$ cat config.mk
export PLATFORM = sky130hd
export DESIGN_NAME = coprosit_regfile_writeback_flat
export DESIGN_NICKNAME = d
export VERILOG_FILES = /design/src/rtl/coprosit_regfile_writeback_if.sv /design/src/rtl/coprosit_regfile_writeback.sv /design/src/flat_wrapper.sv
export SDC_FILE = /design/constraint.sdc
export NUM_CORES = 1
export LEC_CHECK = 0
export CORE_UTILIZATION = 44
export DETAILED_ROUTE_END_ITERATION = 10
export PLACE_DENSITY = 0.85
export SYNTH_ARGS = -nofsm -noshare
export SYNTH_HDL_FRONTEND = slang
export SYNTH_SLANG_ARGS = --single-unit
$ cat constraint.sdc
create_clock -name clk_i -period 5.6 [get_ports clk_i]
set_input_delay 1.12 -clock clk_i [delete_from_list [all_inputs] [get_ports clk_i]]
set_output_delay 1.12 -clock clk_i [all_outputs]
set_load 0.01 [all_outputs]
$ cat src/rtl/coprosit_regfile_writeback_if.sv
// Result-source bus for the posit register file writeback arbiter.
// One valid/ready/addr/data lane per functional unit.
interface coprosit_regfile_writeback_if #(
    parameter int NR_SRC     = 3,
    parameter int DATA_WIDTH = 32
);
    logic [NR_SRC-1:0]                 src_valid_i;
    logic [NR_SRC-1:0]                 src_ready_o;
    logic [NR_SRC-1:0][4:0]            src_addr_i;
    logic [NR_SRC-1:0][DATA_WIDTH-1:0] src_data_i;

    modport master (
        output src_valid_i,
        output src_addr_i,
        output src_data_i,
        input  src_ready_o
    );

    modport slave (
        input  src_valid_i,
        input  src_addr_i,
        input  src_data_i,
        output src_ready_o
    );
endinterface

$ cat src/rtl/coprosit_regfile_writeback.sv
// Round-robin writeback arbiter for the posit register file write port,
// plus the 32-entry pending-write scoreboard used by issue hazard checks.
module coprosit_regfile_writeback #(
    parameter int DATA_WIDTH = 32,
    parameter int NR_SRC     = 3
) (
    input  logic                      clk_i,
    input  logic                      rst_i,
    coprosit_regfile_writeback_if.slave src,
    input  logic                      issue_valid_i,
    input  logic [4:0]                issue_addr_i,
    output logic [31:0]               busy_o,
    output logic                      rf_we_o,
    output logic [4:0]                rf_waddr_o,
    output logic [DATA_WIDTH-1:0]     rf_wdata_o,
    output logic                      stray_o
);
    localparam int PW = (NR_SRC > 1) ? $clog2(NR_SRC) : 1;

    logic [PW-1:0]         r_ptr;
    logic                  r_we;
    logic [4:0]            r_waddr;
    logic [DATA_WIDTH-1:0] r_wdata;
    logic [31:0]           r_busy;

    logic                  w_found;
    logic [PW-1:0]         w_gnt;
    logic [NR_SRC-1:0]     w_ready;
    logic [PW-1:0]         w_ptr_nxt;
    logic [31:0]           w_busy_nxt;

    function automatic int wrap(input int a);
        return a % NR_SRC;
    endfunction

    // First valid source at or after the pointer, wrapping.
    always_comb begin
        w_found = 1'b0;
        w_gnt   = '0;
        w_ready = '0;
        for (int i = 0; i < NR_SRC; i++) begin
            if (!w_found && src.src_valid_i[wrap(int'(r_ptr) + i)]) begin
                w_found = 1'b1;
                w_gnt   = PW'(wrap(int'(r_ptr) + i));
            end
        end
        if (w_found) begin
            w_ready[w_gnt] = 1'b1;
        end
    end

    always_comb begin
        w_ptr_nxt = r_ptr;
        if (w_found) begin
            w_ptr_nxt = PW'(wrap(int'(w_gnt) + 1));
        end
    end

    // Clear on the committed write, then set on issue so a new writer wins.
    always_comb begin
        w_busy_nxt = r_busy;
        if (r_we) begin
            w_busy_nxt[r_waddr] = 1'b0;
        end
        if (issue_valid_i) begin
            w_busy_nxt[issue_addr_i] = 1'b1;
        end
    end

    always_ff @(posedge clk_i) begin
        if (rst_i) begin
            r_ptr   <= '0;
            r_we    <= 1'b0;
            r_waddr <= '0;
            r_wdata <= '0;
            r_busy  <= '0;
        end else begin
            r_ptr  <= w_ptr_nxt;
            r_we   <= w_found;
            r_busy <= w_busy_nxt;
            if (w_found) begin
                r_waddr <= src.src_addr_i[w_gnt];
                r_wdata <= src.src_data_i[w_gnt];
            end
        end
    end

    assign src.src_ready_o = w_ready;
    assign busy_o          = r_busy;
    assign rf_we_o         = r_we;
    assign rf_waddr_o      = r_waddr;
    assign rf_wdata_o      = r_wdata;
    assign stray_o         = r_we & ~r_busy[r_waddr];
endmodule

$ cat src/flat_wrapper.sv
// flat-port wrapper written by rule: the top's interface ports become plain ports
module coprosit_regfile_writeback_flat 
#(
    parameter int DATA_WIDTH = 32,
    parameter int NR_SRC     = 3
)
  (clk_i, rst_i, issue_valid_i, issue_addr_i, busy_o, rf_we_o, rf_waddr_o, rf_wdata_o, stray_o, src_src_valid_i, src_src_addr_i, src_src_data_i, src_src_ready_o);
  coprosit_regfile_writeback_if #(.NR_SRC(NR_SRC), .DATA_WIDTH(DATA_WIDTH)) src_i ();
  input  logic clk_i;
  input  logic rst_i;
  input  logic issue_valid_i;
  input  logic [4:0] issue_addr_i;
  output logic [31:0] busy_o;
  output logic rf_we_o;
  output logic [4:0] rf_waddr_o;
  output logic [DATA_WIDTH-1:0] rf_wdata_o;
  output logic stray_o;
  input wire logic [$bits(src_i.src_valid_i)-1:0] src_src_valid_i;
  input wire logic [$bits(src_i.src_addr_i)-1:0] src_src_addr_i;
  input wire logic [$bits(src_i.src_data_i)-1:0] src_src_data_i;
  output wire logic [$bits(src_i.src_ready_o)-1:0] src_src_ready_o;
  assign src_i.src_valid_i = src_src_valid_i;
  assign src_i.src_addr_i = src_src_addr_i;
  assign src_i.src_data_i = src_src_data_i;
  assign src_src_ready_o = src_i.src_ready_o;
  coprosit_regfile_writeback #(.DATA_WIDTH(DATA_WIDTH), .NR_SRC(NR_SRC)) u_core (.clk_i(clk_i), .rst_i(rst_i), .src(src_i), .issue_valid_i(issue_valid_i), .issue_addr_i(issue_addr_i), .busy_o(busy_o), .rf_we_o(rf_we_o), .rf_waddr_o(rf_waddr_o), .rf_wdata_o(rf_wdata_o), .stray_o(stray_o));
endmodule
==> impl_metrics.ini, run 1 <==
[drt]
wl_per_cell_um = 18.3
firstDrtPassIters = 5
dr.first_iter.drc_count = 249
via_per_inst = 6.14
wl_um = 14100
ant_nets = 0
drc = 0
num_vias = 4732

[final_layout]
area_delta_synth_final_pct = 51.7
final_core_util = 0.687
nFillCells = 731
final_cell_area_um2 = 6310
finish.net_count = 781
drive_above_1_share = 0.0606
diodes = 0

[clocking]
cts_buffers = 9
cts_tree = built
clock-sinks = 72
htree_levels = 3
postCtsSetupRepairBufs = 0
clkSlewWorstSetupHoldPaths_ns = 0.08
clk_latency_ns = 0.34
cts_buffer_depth = 2
cts-root-buf = clkbuf_8
post_cts_resized = 0
ctsHoldBuffers = 0

[timing]
period_needed_ns = 4.70
slew_violations = 0
post-route-period-util = 0.840
finalWorstSetupSlack_ns = 0.897
finalSetupTns_ns = 0
setup_viol = 0
worstMarginPinSlew_ns = 1.19
rsz0062_at_grt = false
slew_headroom = 0.208
finClkSkew_ns = 0.0114
hold_viol = 0
fmax_ghz = 0.213

[power]
internal-power_mw = 1.70
vdd_drop_max_v = 0.000343
p_clk_frac = 0.141
switching_power_mw = 1.30
power.density_nw_per_um2 = 475
seqPwrFrac = 0.274
comb_power_share = 0.585
cellLeakagePower_nw = 2.31
total_power_mw = 3.00
p_sw_frac = 0.434

[worst_setup_path]
cpMaxStageDelayCell = clkdlybuf4s50_1
required_ns = 4.48
worst_ep_arrival_time_ns = 3.58
crit_type = primary input to output port
rr_endpoint = u_core.rf_wdata_o[21]$_SDFFE_PP0N_
r2r_slack_ns = 2.75
r2r-start = u_core.r_ptr[0]$_SDFFE_PP0N_
rr_worst_depth = 8
path_delay_family = buffers and inverters
cp_num_buf_inv = 2
cpPeakStageDelay_ns = 0.57
crit_chain = clkdlybuf4s50_1, mux2_2, mux2i_1, nand2_1, o32a_1, nor3_1, clkdlybuf4s50_1
end_kind = output port
crit_path_start_kind = primary input
path_max_fanout = 7
crit_top_cell = clkdlybuf4s50_1

[placement]
portBuffers = 195
pre_cts_ws_ns = 0.947
dpl_cell_area_um2 = 6110
routabilityCongestion = 0.959
dpl.hpwl_um = 9950

[synth]
synth_xor_area_frac = 0
synth.area.mux_share = 0.153
async_flop_share = 0
syn-cell-area_um2 = 4160
synth_compound_area_frac = 0.292
ys_seq_area_frac = 0.346
synth_cell_types = 40
synth_area_per_cell_um2 = 8.55
synthAdderAreaFrac = 0.0120
synth_edf_count = 0
synth_top_family_by_area = compound AO/OA/AOI/OAI gates
synth_simple_gate_area_share = 0.143
yosys_warnings = 0
ys_seq_elements = 72
syn_nets = 613
synth-main-ff-cell = dfxtp_1
netlist_instances = 487

[hold_path]
min_to = u_core.busy_o[17]$_SDFF_PP0_
hold_class = flop to flop
min_path_cells = 2
hold_start = u_core.busy_o[17]$_SDFF_PP0_

[floorplan]
coreArea_um2 = 9200
fp.dieH_um = 99.3
die_w_um = 99.3
row_count = 35
ioPinCount = 196
start_util = 0.453
dieArea_um2 = 9850

[global_routing]
grt_first_pass_wirelength_um = 22400
grtUsageMet1 = 0.339
grtUsageTotal = 0.285
grt_pass1_vias = 4598
antenna_found_initial = 0
grtUsageMet3 = 0.0590
grt_max_degree = 76
met2_usage = 0.485
overflow = 0
top_usage_layer = met2

[status]
status = finished clean

[run]
maxCapViolCount = 0
==> cell usage in the layout, fill, tap and decap left out, types with 2 or more instances in the layout <==
master             n
or3b_2             4
nand3b_1           7
buf_4              7
inv_1              4
a21oi_1           70
o21ai_0           33
mux2i_1           39
nor3_1             2
clkinvlp_4         2
a31oi_1            2
and3_1             5
and3b_1            6
mux4_1             3
mux4_2             6
clkbuf_8          10
nor2_1            43
nor3b_1            5
dfxtp_1           72
o211ai_1          37
nand2b_1           2
nand3_1            4
mux2_2             3
nand2_1           38
o32ai_1           37
ha_1               4
nor2b_1            3
clkdlybuf4s50_1  194
==> layer usage <==
layer	part of all wire	wire length, µm
met1	0.40	5610
met2	0.48	6800
met3	0.084	1180
met4	0.036	512
met5	0	0
==> power groups by stage <==
stage	clock [mW]	combinational [mW]	sequential (mW)
3_5_place_dp	0	1.74	0.826
2_1_floorplan	0	1.12	0.816
6_report	0.423	1.75	0.824
4_1_cts	0.432	1.75	0.820
5_1_grt	0.458	1.91	0.842
3_3_place_gp	0	1.68	0.815
==> kinds of logic after synthesis <==
kind of cell               after synthesis
AOI/OAI and AO/OA                      189
adders and majority gates                4
buffers and inverters                   49
DFF                                     72
muxes                                   51
and+or+nand+nor                        122
==> per-stage QoR <==
step | hold slack, ns | instances
after floorplan | 0.506 | 487
after global placement | 0.475 | 755
after detailed placement | 0.480 | 755
after CTS | 0.491 | 771
after global routing | 0.515 | 771
final | 0.493 | 771
==> synthesized netlist by cell type, types with 2 or more instances <==
cell,number,area [µm²]
mux2i_1,39,390
buf_4,4,30.0
and3_1,5,31.3
o32ai_1,37,324
nand2b_1,2,12.5
a31oi_1,2,12.5
nand3b_1,7,52.6
nand2_1,38,143
nand3_1,5,25.0
mux4_2,6,135
dfxtp_1,72,1440
mux4_1,3,78.8
inv_1,4,15.0
buf_2,15,75.1
and3b_1,6,52.6
nor2_1,43,161
o211ai_1,37,278
mux2_2,3,33.8
ha_1,4,50.1
buf_1,6,22.5
a21oi_1,70,350
nor3b_1,5,37.5
nor2b_1,3,18.8
nor3_1,2,10.0
o21ai_0,33,165
or3b_2,4,35.0
clkbuf_1,19,71.3
==> state kept, by name (all words and copies together) (netlist names) <==
signal	count
u_core.rf_waddr_o	5
u_core.rf_wdata_o	32
u_core.rf_we_o	1
u_core.busy_o	32
u_core.r_ptr	2
==> how the worst max path moves through the flow <==
stage / startpoint / to / cells past startpoint
2_1_floorplan: src_src_valid_i[2] / src_src_ready_o[2] / 6
4_1_cts: src_src_valid_i[2] / src_src_ready_o[0] / 7
6_report: src_src_valid_i[2] / src_src_ready_o[0] / 7
3_5_place_dp: src_src_valid_i[2] / src_src_ready_o[0] / 7
3_3_place_gp: src_src_valid_i[1] / src_src_ready_o[0] / 7
5_1_grt: src_src_valid_i[1] / src_src_ready_o[0] / 7
==> tightest hold or removal path, cell delays in order (launching register included) <==
cell     delay [ns]
dfxtp_1        0.32
o21ai_0        0.07
a21oi_1        0.06
==> cell type report <==
type | instances | area (µm²) | share of cell area
Inverter | 4 | 15.0 | 0.00238
Clock inverter | 6 | 67.6 | 0.0107
Multi-Input combinational cell | 366 | 2510 | 0.398
Clock buffer | 10 | 138 | 0.0218
Timing Repair Buffer | 202 | 2000 | 0.317
Tap cell | 111 | 139 | 0.0220
Sequential cell | 72 | 1440 | 0.228
Power figures use the tool's default switching activity.
==> run 2, diff against run 1 <==
- CORE_UTILIZATION: 44 -> 42
- PLACE_DENSITY: 0.85 -> 0.82
- clock period: 5.6 -> 4.6 ns (I/O delays scaled with it)
==> impl_metrics.ini, run 2 (synthesis results as in run 1) <==
[worst_setup_path]
rr_worst_depth = 8
rr_endpoint = u_core.rf_waddr_o[2]$_SDFFE_PP0N_
path_max_fanout = 7
crit_path_start_kind = primary input
required_ns = 3.68
worst_ep_arrival_time_ns = 3.32
r2r_slack_ns = 1.74
end_kind = output port
r2r-start = u_core.r_ptr[1]$_SDFFE_PP0N_
crit_type = primary input to output port
crit_start = src_src_valid_i[1]

[power]
internal-power_mw = 2.06
total_power_mw = 3.65
cellLeakagePower_nw = 2.31
vdd_drop_max_v = 0.000427
p_clk_frac = 0.139
power.density_nw_per_um2 = 578
p_sw_frac = 0.436
switching_power_mw = 1.59
comb_power_share = 0.589
seqPwrFrac = 0.272

[clocking]
clkSlewWorstSetupHoldPaths_ns = 0.08
cts_buffer_depth = 2
cts_buffers = 9
clock-sinks = 72
ctsHoldBuffers = 0
htree_levels = 3
cts-root-buf = clkbuf_8
postCtsSetupRepairBufs = 0
post_cts_resized = 0
cts_tree = built
clk_latency_ns = 0.35

[timing]
slew_violations = 0
period_needed_ns = 4.24
fmax_ghz = 0.236
finalSetupTns_ns = 0
slew_headroom = 0.100
worstMarginPinSlew_ns = 1.35
post-route-period-util = 0.922
hold_viol = 0
rsz0062_at_grt = false
finalWorstSetupSlack_ns = 0.359
finClkSkew_ns = 0.0122
setup_viol = 0

[placement]
dpl.hpwl_um = 10300
pre_cts_ws_ns = 0.405
dp.cells = 773
routabilityCongestion = 0.919
portBuffers = 195

[hold_path]
hold_start = u_core.busy_o[22]$_SDFF_PP0_
min_path_cells = 2
hold_class = flop to flop
min_to = u_core.busy_o[22]$_SDFF_PP0_

[final_layout]
finish.net_count = 781
area_delta_synth_final_pct = 52.0
instances_no_fill = 788
diodes = 0
nFillCells = 783
drive_above_1_share = 0.0592
final_common_cell = clkdlybuf4s50_1
layout_common_cells = clkdlybuf4s50_1, dfxtp_1, a21oi_1

[floorplan]
ioPinCount = 196
fp.dieH_um = 102
dieArea_um2 = 10300
coreArea_um2 = 9420
die_w_um = 102
row_count = 35
start_util = 0.442

[drt]
ant_nets = 0
drc = 0
wl_um = 14700
via_per_inst = 5.91
firstDrtPassIters = 5
wl_per_cell_um = 18.6
num_vias = 4655
dr.first_iter.drc_count = 231

[global_routing]
grt_first_pass_wirelength_um = 23000
overflow = 0
grtUsageTotal = 0.289
grt_pass1_vias = 4680
antenna_found_initial = 0
grt_max_degree = 76

[status]
status = finished clean

[run]
maxCapViolCount = 0
[run 2: cell types whose count changed in the layout (fill, tap and decap cells not counted), sizes merged]
cell	delta
clkinvlp	-1
[run 2: layout make-up]
type                       count  area [µm²]  area share
multi-input combinational    366        2510       0.398
tap                          129         161      0.0255
clock buffer                  10         138      0.0218
timing repair buffer         202        2000       0.316
clock inverter                 5        56.3     0.00890
inverter                       4        15.0     0.00237
sequential                    72        1440       0.228
[run 2: routing by layer]
layer,share of wire,GRT usage
met1,0.40,0.332
met2,0.51,0.507
met3,0.060,0.0538
met4,0.031,0.155
met5,0,0
[run 2: metrics by stage]
step | util | hold WS [ns] | instance area, µm²
2_1_floorplan | - | 0.506 | 4160
3_3_place_gp | 0.651 | 0.481 | 6130
3_5_place_dp | 0.651 | 0.489 | 6130
4_1_cts | 0.672 | 0.501 | 6330
5_1_grt | 0.672 | 0.529 | 6330
6_report | 0.672 | 0.503 | 6330
[run 2: power groups by stage]
| stage | logic (mW) | registers (mW) | clock network (mW) |
|---|---|---|---|
| 2_1_floorplan | 1.37 | 0.994 | 0 |
| 3_3_place_gp | 2.07 | 0.989 | 0 |
| 3_5_place_dp | 2.14 | 1.00 | 0 |
| 4_1_cts | 2.15 | 0.989 | 0.516 |
| 5_1_grt | 2.32 | 1.02 | 0.546 |
| 6_report | 2.15 | 0.992 | 0.509 |
[run 2: critical path, cell delays in order]
cell             delay (ns)
clkdlybuf4s50_1        0.59
mux2i_1                0.19
o21ai_0                0.47
o2bb2ai_1              0.14
o32a_1                 0.23
nor3_1                 0.19
clkdlybuf4s50_1        0.58
[run 2: how the worst max path moves through the flow]
stage                                    end  slack, ns
after floorplan           src_src_ready_o[2]       1.53
after global placement    src_src_ready_o[0]       0.48
after detailed placement  src_src_ready_o[0]       0.40
after CTS                 src_src_ready_o[0]       0.38
after global routing      src_src_ready_o[0]       0.26
final                     src_src_ready_o[0]       0.36
==> run 3, diff against run 2 <==
- CORE_ASPECT_RATIO: not set -> 1.5
==> impl_metrics.ini, run 3 (synthesis results as in run 1) <==
[floorplan]
dieArea_um2 = 10300
start_util = 0.432
die_w_um = 83.3
ioPinCount = 196
coreArea_um2 = 9630
fp.dieH_um = 124
row_count = 44

[drt]
num_vias = 4712
wl_um = 14600
firstDrtPassIters = 5
ant_nets = 0
dr.first_iter.drc_count = 298
via_per_inst = 6.08
wl_per_cell_um = 18.8
drc = 0

[placement]
portBuffers = 195
routabilityCongestion = 0.912
dp.cells = 759
dpl.hpwl_um = 10200

[power]
p_sw_frac = 0.413
total_power_mw = 3.90
switching_power_mw = 1.61
p_clk_frac = 0.193
comb_power_share = 0.550
cellLeakagePower_nw = 2.36
vdd_drop_max_v = 0.000522
internal-power_mw = 2.29
seqPwrFrac = 0.257
power.density_nw_per_um2 = 606

[clocking]
post_cts_resized = 0
postCtsSetupRepairBufs = 0
cts-root-buf = clkbuf_16
clock-sinks = 72
cts_buffer_depth = 2
cts_tree = built
clkSlewWorstSetupHoldPaths_ns = 0.05
cts_buffers = 9
ctsHoldBuffers = 0
htree_levels = 3
clk_latency_ns = 0.34

[hold_path]
hold_class = flop to flop
min_path_cells = 2

[timing]
fmax_ghz = 0.234
finalSetupTns_ns = 0
setup_viol = 0
hold_viol = 0
finClkSkew_ns = 0.00687
slew_violations = 0
slew_headroom = 0.156
worstMarginPinSlew_ns = 1.26
rsz0062_at_grt = false
post-route-period-util = 0.930
period_needed_ns = 4.28

[worst_setup_path]
worst_ep_arrival_time_ns = 3.36
path_max_fanout = 7
crit_type = primary input to output port
rr_worst_depth = 8
required_ns = 3.68
crit_top_cell = clkdlybuf4s50_1
end_kind = output port
cpMaxStageDelayCell = clkdlybuf4s50_1
crit_path_start_kind = primary input
cpPeakStageDelay_ns = 0.57
crit_chain = clkdlybuf4s50_1, mux2_2, mux2i_1, nand2_1, o32a_1, nor3_1, clkdlybuf4s50_1

[global_routing]
grt_first_pass_wirelength_um = 22600
grt_pass1_vias = 4646
grtUsageTotal = 0.279
overflow = 0
grt_max_degree = 76
antenna_found_initial = 0

[final_layout]
diodes = 0
drive_above_1_share = 0.0591
area_delta_synth_final_pct = 54.6
finish.net_count = 781
layout_common_cells = clkdlybuf4s50_1, dfxtp_1, a21oi_1
instances_no_fill = 775
nFillCells = 769
final_common_cell = clkdlybuf4s50_1

[run]
maxCapViolCount = 0

[status]
status = finished clean
## run 3: routing by layer
metal  wire, µm  part of all wire  global-route usage  up-vias
li1           -                 -                   -     2187
met5          0                 0                   0        -
met2       7460              0.51               0.508      273
met1       5270              0.36               0.296     2211
met4        481             0.033               0.154        0
met3       1350             0.092              0.0702       41
## run 3: per-stage QoR
| stage | util | hold WS (ns) | cell area, µm² | setup slack [ns] |
|---|---|---|---|---|
| after detailed placement | 0.635 | 0.483 | 6110 | 0.344 |
| after global placement | 0.635 | 0.474 | 6110 | 0.438 |
| after CTS | 0.668 | 0.491 | 6440 | 0.354 |
| after global routing | 0.668 | 0.514 | 6440 | 0.139 |
| final | 0.668 | 0.495 | 6440 | 0.323 |
| after floorplan | - | 0.506 | 4160 | 1.53 |
## run 3: critical path, delay by kind of cell
family / cells / cell delay, ns
buffers and inverters: 2 / 1.10
muxes: 2 / 0.67
AOI/OAI and AO/OA: 1 / 0.36
and+or+nand+nor: 2 / 0.31
## run 3: power by group through the flow
stage / logic [mW] / registers [mW] / clock network [mW]
6_report: 2.15 / 1.00 / 0.752
5_1_grt: 2.33 / 1.03 / 0.791
2_1_floorplan: 1.37 / 0.994 / 0
3_3_place_gp: 2.08 / 1.00 / 0
3_5_place_dp: 2.13 / 1.01 / 0
4_1_cts: 2.14 / 1.00 / 0.763
## run 3: cell type report
class | instances | area, µm² | share of cell area
multi-input cells | 366 | 2510 | 0.391
repair buffers | 202 | 2000 | 0.311
flip-flops and latches | 72 | 1440 | 0.224
clock buffers | 11 | 243 | 0.0377
well taps | 115 | 144 | 0.0224
clock inverters | 5 | 80.1 | 0.0124
inverters | 4 | 15.0 | 0.00233
## run 3: worst paths after layout
check	startpoint	slack, ns	to
min	u_core.busy_o[18]$_SDFF_PP0_	0.50	u_core.busy_o[18]$_SDFF_PP0_
max	src_src_valid_i[2]	0.32	src_src_ready_o[0]
max reg2reg	u_core.r_ptr[0]$_SDFFE_PP0N_	1.74	u_core.rf_wdata_o[10]$_SDFFE_PP0N_
min reg2reg	u_core.busy_o[18]$_SDFF_PP0_	0.50	u_core.busy_o[18]$_SDFF_PP0_
